### src/rtl/m_load_unit_pkg.sv
`default_nettype none
// ============================================================================
// Module      : m_load_unit_pkg
// Description : Shared definitions for the M-stage load unit.
//               - Load opcode encodings.
//               - Control FSM state encodings.
//               - Inclusive address-window helper.
// Revision    : 1.0 - initial release
// ============================================================================
package m_load_unit_pkg;

    // Load opcode encodings carried on the op port
    localparam logic [2:0] de_None = 3'd0;
    localparam logic [2:0] de_Lw   = 3'd1;
    localparam logic [2:0] de_Lh   = 3'd2;
    localparam logic [2:0] de_Lb   = 3'd3;
    localparam logic [2:0] de_Lhu  = 3'd4;
    localparam logic [2:0] de_Lbu  = 3'd5;
    localparam logic [2:0] de_Ld   = 3'd6;

    typedef enum logic [1:0] {
        ST_IDLE  = 2'd0,
        ST_REQ   = 2'd1,
        ST_DRAIN = 2'd2,
        ST_DONE  = 2'd3
    } state_t;

    // Inclusive window test. Subtracting the base first lets an address
    // below the base wrap to a huge value, so a single unsigned compare
    // covers both bounds (and avoids an always-true compare when lo is 0).
    function automatic logic in_window(input logic [31:0] a,
                                       input logic [31:0] lo,
                                       input logic [31:0] hi);
        return (a - lo) <= (hi - lo);
    endfunction

endpackage
`default_nettype wire

### src/rtl/m_load_ext.sv
`default_nettype none
// ============================================================================
// Module      : m_load_ext
// Description : Combinational lane select and sign/zero extension.
// Ports       : op     in  3       load type (package encodings)
//               offset in  OFF_W   byte offset of the access in the word
//               word   in  DATA_W  raw bus word
//               ext    out DATA_W  extended result
// Revision    : 1.0 - initial release
// ============================================================================
module m_load_ext
    import m_load_unit_pkg::*;
#(
    parameter int DATA_W = 32,
    parameter int OFF_W  = $clog2(DATA_W / 8)
) (
    input  logic [2:0]        op,
    input  logic [OFF_W-1:0]  offset,
    input  logic [DATA_W-1:0] word,
    output logic [DATA_W-1:0] ext
);

    logic [DATA_W-1:0] shifted;

    // Accesses are naturally aligned, so shifting the addressed byte down to
    // bit 0 puts every lane width in the low bits of the shifted word.
    always_comb begin
        shifted = word >> {offset, 3'b000};
        ext     = '0;
        case (op)
            de_Lw:   ext = DATA_W'($signed(shifted[31:0]));
            de_Lh:   ext = DATA_W'($signed(shifted[15:0]));
            de_Lb:   ext = DATA_W'($signed(shifted[7:0]));
            de_Lhu:  ext = DATA_W'(shifted[15:0]);
            de_Lbu:  ext = DATA_W'(shifted[7:0]);
            de_Ld:   ext = shifted;
            default: ext = '0;
        endcase
    end

endmodule
`default_nettype wire

### src/rtl/m_load_unit.sv
`default_nettype none
// ============================================================================
// Module      : m_load_unit
// Description : Multi-cycle M-stage load unit. Checks address legality,
//               issues one bus read over a req/ack handshake with timeout,
//               extends the addressed lane and reports on a done pulse.
// Ports       : clk, reset (sync, active-low)
//               start/op/addr/flush        command interface
//               busy                       unit not idle
//               bus_req/bus_addr           read request (word aligned)
//               bus_ack/bus_rdata          read response
//               done/rdata/exc_adel/exc_bus result, valid when done=1
// Revision    : 1.0 - initial release
// ============================================================================
module m_load_unit
    import m_load_unit_pkg::*;
#(
    parameter int          DATA_W  = 32,
    parameter logic [31:0] DM_LO   = 32'h0000_0000,
    parameter logic [31:0] DM_HI   = 32'h0000_2FFF,
    parameter logic [31:0] TC_LO   = 32'h0000_7F00,
    parameter logic [31:0] TC_HI   = 32'h0000_7F1B,
    parameter logic [31:0] INT_LO  = 32'h0000_7F20,
    parameter logic [31:0] INT_HI  = 32'h0000_7F23,
    parameter int          TIMEOUT = 16
) (
    input  logic              clk,
    input  logic              reset,
    input  logic              start,
    input  logic [2:0]        op,
    input  logic [31:0]       addr,
    input  logic              flush,
    output logic              busy,
    output logic              bus_req,
    output logic [31:0]       bus_addr,
    input  logic              bus_ack,
    input  logic [DATA_W-1:0] bus_rdata,
    output logic              done,
    output logic [DATA_W-1:0] rdata,
    output logic              exc_adel,
    output logic              exc_bus
);

    localparam int OFF_W = $clog2(DATA_W / 8);
    localparam int CNT_W = $clog2(TIMEOUT + 1);

    state_t            state_q,    state_d;
    logic [2:0]        op_q,       op_d;
    logic [OFF_W-1:0]  offset_q,   offset_d;
    logic [31:0]       bus_addr_q, bus_addr_d;
    logic [DATA_W-1:0] rdata_q,    rdata_d;
    logic              exc_adel_q, exc_adel_d;
    logic              exc_bus_q,  exc_bus_d;
    logic [CNT_W-1:0]  cnt_q,      cnt_d;

    logic              addr_fault;
    logic              misalign;
    logic              legal_op;
    logic              in_dm;
    logic              in_tc;
    logic              in_int;
    logic [CNT_W-1:0]  cnt_inc;
    logic              timed_out;
    logic [DATA_W-1:0] ext_data;

    // ------------------------------------------------------------------
    // Address legality, evaluated directly from the command inputs so a
    // faulting load skips the bus entirely.
    // ------------------------------------------------------------------
    always_comb begin
        misalign = 1'b0;
        legal_op = 1'b1;
        case (op)
            de_Lw:          misalign = (addr[1:0] != 2'b00);
            de_Lh, de_Lhu:  misalign = addr[0];
            de_Lb, de_Lbu:  misalign = 1'b0;
            de_Ld: begin
                legal_op = (DATA_W == 64);
                misalign = (addr[2:0] != 3'b000);
            end
            default:        legal_op = 1'b0;
        endcase

        in_dm  = in_window(addr, DM_LO, DM_HI);
        in_tc  = in_window(addr, TC_LO, TC_HI);
        in_int = in_window(addr, INT_LO, INT_HI);

        // Timer registers only support full-word reads
        addr_fault = !legal_op || misalign || !(in_dm || in_tc || in_int)
                   || (in_tc && (op != de_Lw));
    end

    m_load_ext #(
        .DATA_W (DATA_W),
        .OFF_W  (OFF_W)
    ) u_ext (
        .op     (op_q),
        .offset (offset_q),
        .word   (bus_rdata),
        .ext    (ext_data)
    );

    assign cnt_inc   = cnt_q + CNT_W'(1);
    assign timed_out = (cnt_inc == CNT_W'(TIMEOUT));

    // ------------------------------------------------------------------
    // Next-state logic
    // ------------------------------------------------------------------
    always_comb begin
        state_d    = state_q;
        op_d       = op_q;
        offset_d   = offset_q;
        bus_addr_d = bus_addr_q;
        rdata_d    = rdata_q;
        exc_adel_d = exc_adel_q;
        exc_bus_d  = exc_bus_q;
        cnt_d      = cnt_q;

        case (state_q)
            ST_IDLE: begin
                if (start && (op != de_None) && !flush) begin
                    op_d       = op;
                    offset_d   = addr[OFF_W-1:0];
                    bus_addr_d = {addr[31:OFF_W], {OFF_W{1'b0}}};
                    rdata_d    = '0;
                    exc_adel_d = addr_fault;
                    exc_bus_d  = 1'b0;
                    cnt_d      = '0;
                    state_d    = addr_fault ? ST_DONE : ST_REQ;
                end
            end

            ST_REQ: begin
                cnt_d = cnt_inc;
                if (bus_ack) begin
                    if (flush) begin
                        state_d = ST_IDLE;
                    end else begin
                        rdata_d = ext_data;
                        state_d = ST_DONE;
                    end
                end else if (timed_out) begin
                    if (flush) begin
                        state_d = ST_IDLE;
                    end else begin
                        exc_bus_d = 1'b1;
                        state_d   = ST_DONE;
                    end
                end else if (flush) begin
                    // The request stays up until the slave answers
                    state_d = ST_DRAIN;
                end
            end

            ST_DRAIN: begin
                cnt_d = cnt_inc;
                if (bus_ack || timed_out) begin
                    state_d = ST_IDLE;
                end
            end

            ST_DONE: begin
                state_d = ST_IDLE;
            end

            default: begin
                state_d = ST_IDLE;
            end
        endcase
    end

    always_ff @(posedge clk) begin
        if (!reset) begin
            state_q    <= ST_IDLE;
            op_q       <= de_None;
            offset_q   <= '0;
            bus_addr_q <= '0;
            rdata_q    <= '0;
            exc_adel_q <= 1'b0;
            exc_bus_q  <= 1'b0;
            cnt_q      <= '0;
        end else begin
            state_q    <= state_d;
            op_q       <= op_d;
            offset_q   <= offset_d;
            bus_addr_q <= bus_addr_d;
            rdata_q    <= rdata_d;
            exc_adel_q <= exc_adel_d;
            exc_bus_q  <= exc_bus_d;
            cnt_q      <= cnt_d;
        end
    end

    assign busy     = (state_q != ST_IDLE);
    assign bus_req  = (state_q == ST_REQ) || (state_q == ST_DRAIN);
    assign bus_addr = bus_addr_q;
    // A flush during the result cycle swallows the pulse
    assign done     = (state_q == ST_DONE) && !flush;
    assign rdata    = rdata_q;
    assign exc_adel = exc_adel_q;
    assign exc_bus  = exc_bus_q;

endmodule
`default_nettype wire

### config.mk
export PLATFORM = sky130hd
export DESIGN_NAME = m_load_unit
export DESIGN_NICKNAME = d
export VERILOG_FILES = /design/src/rtl/m_load_unit_pkg.sv /design/src/rtl/m_load_ext.sv /design/src/rtl/m_load_unit.sv
export SDC_FILE = /design/constraint.sdc
export NUM_CORES = 1
export LEC_CHECK = 0
export CAP_MARGIN = 20
export CORE_ASPECT_RATIO = 0.5
export CORE_UTILIZATION = 47
export CTS_CLUSTER_SIZE = 24
export DETAILED_ROUTE_END_ITERATION = 16
export PLACE_DENSITY = 0.81
export SLEW_MARGIN = 20
export SYNTH_ARGS = -nofsm -noshare
export SYNTH_HDL_FRONTEND = slang
export SYNTH_HIERARCHICAL = 1
export SYNTH_SLANG_ARGS = --single-unit
### constraint.sdc
create_clock -name clk -period 5.6 [get_ports clk]
set_input_delay 1.4 -clock clk [delete_from_list [all_inputs] [get_ports clk]]
set_output_delay 1.4 -clock clk [all_outputs]
set_load 0.02 [all_outputs]
Word level (Yosys, flattened, before mapping). Cells that the tools add are included.

Register bits after elaboration: 76. Bits of input ports: 72. Output and inout bits: 69. Word-level logic and storage cells: 91.

Add/subtract/negate cells: 3. Order comparisons: 3. Equal/unequal tests: 24. Shift-type cells: 1. Muxes and demuxes: 22. Reductions and logical operators: 30.

Operator list (number): 32-bit one-hot mux with 5 select lines (1); 32-bit 2-to-1 mux (3); 32-bit one-hot mux with 2 select lines (1); 32-bit by 15-bit subtractor with 32-bit output (second input constant) (2); 32-bit by 14-bit <= comparator with 1-bit output (second input constant) (1); 32-bit by 2-bit <= comparator with 1-bit output (second input constant) (1); 32-bit by 5-bit <= comparator with 1-bit output (second input constant) (1); 32-bit by 5-bit right shift with 32-bit output (1); 3-bit == test (second input constant) (6); 2-bit 2-to-1 mux (7); 3-bit by 2-bit == test with 1-bit output (second input constant) (4); 2-bit != test (second input constant) (6); 5-bit one-hot mux with 2 select lines (1); 2-bit one-hot mux with 4 select lines (1); 2-bit nonzero test (4); 1-bit logical OR (7); 3-bit by 1-bit == test with 1-bit output (second input constant) (2); 3-bit nonzero test (2); 2-bit OR reduction (3); 5-bit by 1-bit adder with 5-bit output (second input constant) (1); 5-bit == test (second input constant) (1); 1-bit 2-to-1 mux (5); 5-bit 2-to-1 mux (1); 5-bit AND reduction (1); other kinds (13) (20).

Longest topological paths before layout. Gate-level depths: netlist of the first run.

Word-level depth: 10. Depth in mapped cells: 9. Gate-level depth less buffers: 9.

Cells and area by module. The synthesis of the first run kept the hierarchy.

By module, submodules not included: m_load_unit (times used 1, cells each 408, area each 3503.4 µm², sequential area each 1521.5 µm²); m_load_ext (times used 1, cells each 117, area each 818.3 µm², sequential area each 0.0 µm²).

Worst setup path after synthesis of the first run. No wires, ideal clock.

Path kind: input to register. From: input port addr[5]. To: register state_q[1]. Library setup time: 0.118 ns. Data arrival time: 3.309 ns. Required time: 5.482 ns. Slack: 2.174 ns. Stages on the path: 7. Path buffers: 0. Cells stage by stage: or3_1 a211oi_1 a41oi_1 or4_1 or4_4 a211oi_2 nor2_1.

Longest elaborated chain between the ends: 10. Elaborated cells on any way between the ends: 14. Classes of those cells: 2 x add/sub; 3 x order compare; 3 x mux; 6 x reduce/logical.

Ends and longest elaborated chain: start: declaration (line m_load_unit.sv:31) `input logic [31:0] addr,`; 32-bit by 15-bit subtractor with 32-bit output (line m_load_unit_pkg.sv:34) `return (a - lo) <= (hi - lo);`; 32-bit by 5-bit <= comparator with 1-bit output (line m_load_unit_pkg.sv:34); 1-bit logical OR (2 in a row) (line m_load_unit.sv:89) `addr_fault = !legal_op || misalign || !(in_dm || in_tc || in_int)`; 1-bit zero test (line m_load_unit.sv:89); 1-bit logical OR (line m_load_unit.sv:89); 1-bit logical OR (*) (line m_load_unit.sv:90) `|| (in_tc && (op != de_Lw));`; 2-bit 2-to-1 mux (*) (line m_load_unit.sv:129) `state_d = addr_fault ? ST_DONE : ST_REQ;`; 2-bit 2-to-1 mux (*) (line m_load_unit.sv:121) `if (start && (op != de_None) && !flush) begin`; 2-bit one-hot mux with 4 select lines (*) (line m_load_unit.sv:119) `case (state_q)`; end signal: assignment (line m_load_unit.sv:183) `state_q <= state_d;`; end: declaration (line m_load_unit.sv:47) `state_t state_q, state_d;`.

Every way passes the cells marked *; elsewhere a longest branch is shown, timed or not. The select of a mux whose other input is x is not followed. A chain may end at the register's enable or synchronous reset.

Final worst setup path of the first run.
From: input port flush. To: output port done.

Longest elaborated chain between the ends: 2.

Ends and longest elaborated chain: start: declaration (line m_load_unit.sv:32) `input logic flush,`; 1-bit zero test (line m_load_unit.sv:198) `assign done = (state_q == ST_DONE) && !flush;`; 1-bit logical AND (line m_load_unit.sv:198); end: declaration (line m_load_unit.sv:38) `output logic done,`.

No other way between the ends.

==> reports/metrics.cfg, run 1 <==
[run_status]
status=finished, final reports clean

[timing]
rsz0062_at_grt=false
setup-tns-final_ns=0
final.setup_skew_ns=0.00664
fin_crit_ns=4.00
fin_ws_ns=1.60
hold_viol_final=0
fin_crit_sh=0.715
holdWs_ns=0.461
slew_viol_final=0
slew_headroom=0.253
max_freq_mhz=250
finalSetupViolations=0
worst_slew_pin_slew_ns=1.12

[yosys]
yosysWarnings=6
syn_inst=525
synth-edff-count=0
synthesis.area_um2=4320
synthArstFlopShare=0
syn_area_per_cell_um2=8.23
synth.distinct_cells=61
ys_ff_latch=76
synth_seq_area_share=0.352
synth-main-ff-cell=dfxtp_1

[worst_setup_path]
cp_cell_sequence=clkdlybuf4s50_1 > nor2b_1 > clkdlybuf4s50_1
cp.required_ns=4.20
path_buf_inv=2
cp_common_cell=clkdlybuf4s50_1
slowest_stage=clkdlybuf4s50_1
cpPeakStageDelay_ns=0.61
crit_type=in -> out
critPathCaptureType=output port
start_kind=input pin
crit_fanout=3
cp_top_family=buffers and inverters
cp.arrival_ns=2.60

[layout]
final_cell_mix=clkdlybuf4s50_1 (137), nand2_1 (93), dfxtp_1 (76), nor2b_1 (45), a21boi_0 (37)
layout-drive-gt1-share=0.0511
multi_input_area_um2=2560
design_area_um2=5970
fin_cells=763
ff_latch_area_um2=1520
n_fill_cell=734
diodes=0
final_util=0.679
final_common_cell=clkdlybuf4s50_1
final_net_count=719
area_growth_pct=38.2

[die]
initial_core_util=0.491
core_um2=8800
dieArea_um2=9610
fp.dieH_um=69.8
pin_count=141
rows=24
fp.dieW_um=138

[clock_network]
cts_tree=yes
numClockSinks=76
clock_latency_ns=0.34
h-tree-depth=3
root_buffer=clkbuf_16
numCtsBuffers=9
cts_buffer_depth=2
hold_buffers=0
path_clk_slew_ns=0.06
ctsResizeCount=0
postCtsSetupBuffers=0

[place]
io_buffers=138
dpl.cell_count=747
gp_congestion=0.891
hpwl_um=8750
placed_cell_area_um2=5670
place_ws_ns=1.55

[power_and_ir_drop]
p_per_area_nw_per_um2=295
vdd_ir_drop_max_v=0.000189
leakagePower_nw=2.09
p_total_mw=1.76

[route]
via_per_inst=5.62
routed_wl_um=12300
dr.pass1.iters=5
final_antenna_net_count=0
drtIter0Drc=291
drc=0
dr_total_vias=4288
wl_per_cell_um=16.1

[grt]
grt_pass1_wl_um=19600
grt_pass1_vias=3968
grt_max_degree=77
antenna_found_initial=0
gr-total-overflow=0
gr-usage-all-layers=0.260

[hold_path]
hold_class=reg -> reg

[job]
max-cap-violations=0

==> state kept, by name, indices dropped and copies added (netlist names) <==
name	cells
cnt_q	5
op_q	3
exc_bus	1
exc_adel	1
offset_q	2
bus_addr	30
rdata	32
state_q	2
==> cell type report <==
cell class | count | area share
Sequential cell | 76 | 0.255
Clock inverter | 4 | 0.00796
Inverter | 9 | 0.00566
Timing Repair Buffer | 142 | 0.236
Tap cell | 117 | 0.0245
Multi-Input combinational cell | 403 | 0.428
Clock buffer | 12 | 0.0429
==> cells by family after synthesis <==
family,count (synthesis),share of synthesized area
multiplexers,21,0.0489
XOR/XNOR,4,0.00811
buffers and inverters,47,0.0570
AO/OA/AOI/OAI,158,0.265
other,1,0.000868
adder cells (fa/ha/maj),6,0.0174
flip-flops,76,0.352
AND/OR/NAND/NOR,212,0.250
==> power by group <==
| part | total (mW) | switching [mW] | internal [mW] |
|---|---|---|---|
| logic | 0.560 | 0.341 | 0.219 |
| clock network | 0.598 | 0.230 | 0.368 |
| registers | 0.605 | 0.0280 | 0.577 |
==> worst register-to-register path, delay by kind of cell (launching register included) <==
kind / cells / cell delay [ns]
compound gates: 2 / 0.49
fa+ha+maj: 1 / 0.24
buf+inv: 1 / 0.08
flops: 1 / 0.34
simple gates: 4 / 1.13
==> synth_stat cells (3+ instances only) <==
library cell / n / share of area
a211oi_1: 15 / 0.026
a21boi_0: 37 / 0.064
a21o_1: 8 / 0.014
a21oi_1: 9 / 0.010
a22oi_1: 33 / 0.057
a31oi_1: 3 / 0.0043
and2_1: 4 / 0.0058
and3_1: 5 / 0.0072
buf_2: 4 / 0.0046
buf_4: 5 / 0.0087
buf_6: 4 / 0.010
clkbuf_1: 23 / 0.020
dfxtp_1: 76 / 0.35
ha_1: 6 / 0.017
inv_1: 9 / 0.0078
mux2i_1: 20 / 0.046
nand2_1: 93 / 0.081
nand2b_1: 8 / 0.012
nand3_1: 5 / 0.0058
nand3b_1: 3 / 0.0052
nand4_1: 7 / 0.010
nor2_1: 13 / 0.011
nor2b_1: 45 / 0.065
nor3_1: 5 / 0.0058
nor4_1: 7 / 0.010
o211ai_1: 3 / 0.0052
o21ai_0: 22 / 0.025
o22ai_1: 3 / 0.0043
o2bb2ai_1: 6 / 0.012
or3_1: 4 / 0.0058
xnor2_1: 4 / 0.0081
==> routing by layer <==
metal / GRT usage / wire (um) / vias up
met1: 0.335 / 5620 / 2002
li1: - / - / 2123
met2: 0.422 / 5580 / 154
met4: 0.0672 / 99 / 0
met3: 0.0775 / 958 / 9
met5: 0 / 0 / -
==> worst paths after layout <==
| path | start | endpoint | cells past startpoint | slack (ns) |
|---|---|---|---|---|
| min | bus_addr[30] | bus_addr[30] | 2 | 0.46 |
| min reg2reg | bus_addr[30] | bus_addr[30] | 2 | 0.46 |
| max reg2reg | state_q[1] | rdata[2] | 8 | 3.21 |
| max | flush | done | 3 | 1.60 |
Power figures use the tool's default switching activity.
==> run 2: changes to the inputs <==
Clock period 5.6 ns to 4.2 ns, I/O delays scaled along.
==> run 2 against run 1 <==
Effect of this change:
- combinational power up 34%
- largest cell class unchanged
- clock-buffer cell count is 1 higher
- critical endpoint is now state_q[1]
- die area stayed put
- sequential power increased by 34%
- register-to-register slack worse by 1.4 ns
- cell count grew 0.26%
- sequential share of layout area about the same
- utilization decreased by 0.085 points
- flip-flop and latch count is the same
==> reports/metrics.cfg, run 2 (synthesis results as in run 1) <==
[run_status]
status=finished, final reports clean

[clock_network]
postCtsSetupBuffers=0
path_clk_slew_ns=0.05
cts_buffer_depth=2
numCtsBuffers=9
numClockSinks=76
clock_latency_ns=0.33
hold_buffers=0
ctsResizeCount=0
root_buffer=clkbuf_16
cts_tree=yes
h-tree-depth=3

[grt]
grt_pass1_wl_um=19200
gr-usage-all-layers=0.253
grt_pass1_vias=3991
grt_max_degree=44
gr-total-overflow=0
antenna_found_initial=0

[worst_setup_path]
r2r-end=rdata[13]
r2r_start=offset_q[0]
crit_path_start=addr[5]
cp_cell_sequence=clkdlybuf4s50_1 > or3_1 > a211oi_1 > a41oi_1 > or4_1 > or4_4 > a211oi_2 > nor2_1
crit_type=in -> reg
crit_fanout=4
reg2regPathDepth=7
slowest_stage=or4_1
cp.arrival_ns=3.58
start_kind=input pin
cp_top_family=simple AND/OR/NAND/NOR gates
cpPeakStageDelay_ns=0.53
critPathCaptureType=flip-flop
path_buf_inv=1
rrSetupSlack_ns=1.84
cp.required_ns=4.41

[timing]
holdWs_ns=0.461
rsz0062_at_grt=false
max_freq_mhz=297
hold_viol_final=0
final.setup_skew_ns=0.00704
finalSetupViolations=0
slew_headroom=0.460
slew_viol_final=0
worst_slew_pin_slew_ns=0.809
fin_crit_sh=0.801
fin_ws_ns=0.835
fin_crit_ns=3.36
setup-tns-final_ns=0

[power_and_ir_drop]
vdd_ir_drop_max_v=0.000243
switching_share=0.338
clockPowerShare=0.312
leakagePower_nw=2.09
p_per_area_nw_per_um2=380
pwr-share-seq=0.357
p_sw_mw=0.767
p_comb_frac=0.330
p_total_mw=2.27
p_int_mw=1.50

[layout]
largest_reg_flops=32
layout-drive-gt1-share=0.0509
area_growth_pct=38.0
design_area_um2=5970
final_common_cell=clkdlybuf4s50_1
final_net_count=722
diodes=0
n_fill_cell=746
fin_cells=765
final_util=0.678
multi_input_area_um2=2560
final_cell_mix=clkdlybuf4s50_1 (137), nand2_1 (93), dfxtp_1 (76), nor2b_1 (45), a21boi_0 (37)
ff_latch_area_um2=1520

[die]
dieArea_um2=9610
pin_count=141
rows=24
initial_core_util=0.491
fp.dieW_um=138
core_um2=8800
fp.dieH_um=69.8

[route]
final_antenna_net_count=0
drtIter0Drc=245
via_per_inst=5.55
drc=0
routed_wl_um=12100
wl_per_cell_um=15.8
dr.pass1.iters=5
dr_total_vias=4249

[hold_path]
hold_class=reg -> reg
hold_depth=2
worstHoldStart=bus_addr[22]
hold_end=bus_addr[22]

[place]
hpwl_um=8790
dpl.cell_count=750
place_ws_ns=0.512
placed_cell_area_um2=5700
io_buffers=138
gp_congestion=0.891

[job]
max-cap-violations=0

[run 2: cell types whose count changed in the layout (fill, tap and decap cells not counted)]
| cell | delta |
|---|---|
| and3_1 | +1 |
| and3_2 | -1 |
| buf_2 | +1 |
| buf_4 | +1 |
| buf_8 | +1 |
| bufinv_16 | -1 |
| clkbuf_1 | +1 |
| clkinvlp_4 | -1 |
[run 2: layout make-up]
cell class,instances,share of cell area
flip-flops and latches,76,0.255
clock inverters,2,0.00168
clock buffers,13,0.0436
repair buffers,145,0.241
inverters,9,0.00566
well taps,117,0.0245
multi-input cells,403,0.429
[run 2: how the worst max path moves through the flow]
stage	to	cells past startpoint
3_5_place_dp	state_q[1]	8
4_1_cts	state_q[1]	8
5_1_grt	exc_adel	8
2_1_floorplan	state_q[1]	7
6_report	state_q[1]	8
3_3_place_gp	state_q[1]	8
[run 2: layer usage]
metal  global-route usage  up-vias  wire [um]
met5                    0        -          0
met4               0.0720        0        127
met3               0.0629       17        829
met2                0.417      136       5520
met1                0.327     1966       5600
li1                     -     2130          -
[run 2: power groups by stage]
stage,combinational [mW],sequential [mW],clock (mW)
after floorplan,0.440,0.849,0
after global placement,0.734,0.823,0
after detailed placement,0.742,0.824,0
after CTS,0.745,0.809,0.718
after global routing,0.816,0.816,0.754
final,0.749,0.809,0.708
[run 2: worst register-to-register path: cells and delay by family (launching register included)]
family,cells,cell delay (ns)
AOI/OAI and AO/OA,2,0.30
and+or+nand+nor,3,0.45
DFF,1,0.84
buffers and inverters,1,0.40
muxes,1,0.26
==> run 3: changes to the inputs <==
Clock period 4.2 ns to 3.5 ns, I/O delays scaled along.
==> run 3 against run 2 <==
Effect of this change:
- sequential power grew 20%
- hold slack gained 0.0015 ns
- design area grew 1.2%
- critical endpoint unchanged
- sequential share of layout area down 0.30 points
==> reports/metrics.cfg, run 3 (synthesis results as in run 1) <==
[die]
rows=24
pin_count=141
dieArea_um2=9610
core_um2=8800
initial_core_util=0.491
fp.dieW_um=138
fp.dieH_um=69.8

[route]
via_per_inst=5.45
dr.pass1.iters=4
drtIter0Drc=263
wl_per_cell_um=15.5
final_antenna_net_count=0
drc=0
dr_total_vias=4215
routed_wl_um=12000

[timing]
finalSetupViolations=0
rsz0062_at_grt=false
setup-tns-final_ns=0
fin_crit_sh=0.915
fin_crit_ns=3.20
slew_headroom=0.398
hold_viol_final=0
final.setup_skew_ns=0.00542
slew_viol_final=0
worst_slew_pin_slew_ns=0.903
max_freq_mhz=312
fin_ws_ns=0.297

[worst_setup_path]
cp.arrival_ns=3.42
cpPeakStageDelay_ns=0.53
start_kind=input pin
cp.required_ns=3.72
cp_cell_sequence=clkdlybuf4s50_1 > or3_1 > a211oi_1 > a41oi_1 > or4_1 > or4_4 > a211oi_2 > nor2_1
crit_type=in -> reg
cp_top_family=simple AND/OR/NAND/NOR gates
path_buf_inv=1
crit_fanout=4
slowest_stage=or4_1
critPathCaptureType=flip-flop

[grt]
gr-total-overflow=0
grt_max_degree=63
gr-usage-all-layers=0.256
antenna_found_initial=0
grt_pass1_vias=3954
grt_pass1_wl_um=19400

[clock_network]
cts_buffer_depth=2
hold_buffers=0
postCtsSetupBuffers=0
path_clk_slew_ns=0.05
root_buffer=clkbuf_16
cts_tree=yes
ctsResizeCount=0
numCtsBuffers=9
clock_latency_ns=0.33
h-tree-depth=3
numClockSinks=76

[power_and_ir_drop]
p_per_area_nw_per_um2=458
p_total_mw=2.77
leakagePower_nw=2.14
vdd_ir_drop_max_v=0.000317

[layout]
n_fill_cell=730
diodes=0
final_net_count=730
largest_reg_flops=32
multi_input_area_um2=2560
area_growth_pct=39.7
final_cell_mix=clkdlybuf4s50_1 (137), nand2_1 (93), dfxtp_1 (76), nor2b_1 (45), a21boi_0 (37)
ff_latch_area_um2=1520
layout-drive-gt1-share=0.0640
final_common_cell=clkdlybuf4s50_1

[place]
place_ws_ns=-0.00566
hpwl_um=8620
io_buffers=138
gp_congestion=0.903

[job]
max-cap-violations=0

[run_status]
status=finished, final reports clean

[hold_path]
hold_class=reg -> reg

[run 3: final cells by class]
| class | instances | share of cell area |
|---|---|---|
| Clock buffer | 14 | 0.0470 |
| Clock inverter | 1 | 0.000829 |
| Inverter | 9 | 0.00560 |
| Multi-Input combinational cell | 403 | 0.424 |
| Sequential cell | 76 | 0.252 |
| Tap cell | 117 | 0.0242 |
| Timing Repair Buffer | 153 | 0.247 |
[run 3: worst register-to-register path: stages, from the launching register on]
cell	delay, ns
dfxtp_1	0.38
inv_1	0.08
ha_1	0.23
nor2b_1	0.18
or2_2	0.27
a21boi_0	0.42
nand2_1	0.18
o221ai_1	0.22
nor2_1	0.06
[run 3: path summary, 6_finish.rpt]
path,startpoint,endpoint,slack [ns],cells past startpoint
setup / recovery,addr[5],state_q[1],0.30,8
hold / removal,bus_addr[3],bus_addr[3],0.46,2
setup reg to reg,state_q[1],state_q[1],1.38,8
hold reg to reg,bus_addr[3],bus_addr[3],0.46,2
[run 3: through the flow]
stage,hold slack (ns),instances,utilization,area [um^2]
finish,0.463,773,0.686,6040
floorplan,0.440,526,-,4330
CTS,0.466,773,0.686,6040
detailed placement,0.460,758,0.653,5750
global placement,0.454,758,0.653,5750
global route,0.488,773,0.686,6040
[run 3: report_power, final]
part           leakage, nW  internal, mW  switching (mW)  total (mW)
registers            0.615         0.924          0.0455       0.969
clock network        0.145         0.553           0.336       0.889
logic                 1.38         0.369           0.539       0.908
total                 2.14          1.85           0.921        2.77
[run 3: routing by layer]
metal,routed length (um),track usage,up-vias
li1,-,-,2145
met1,5610,0.337,1926
met2,5400,0.412,136
met3,877,0.0709,8
met4,108,0.0586,0
met5,0,0,-
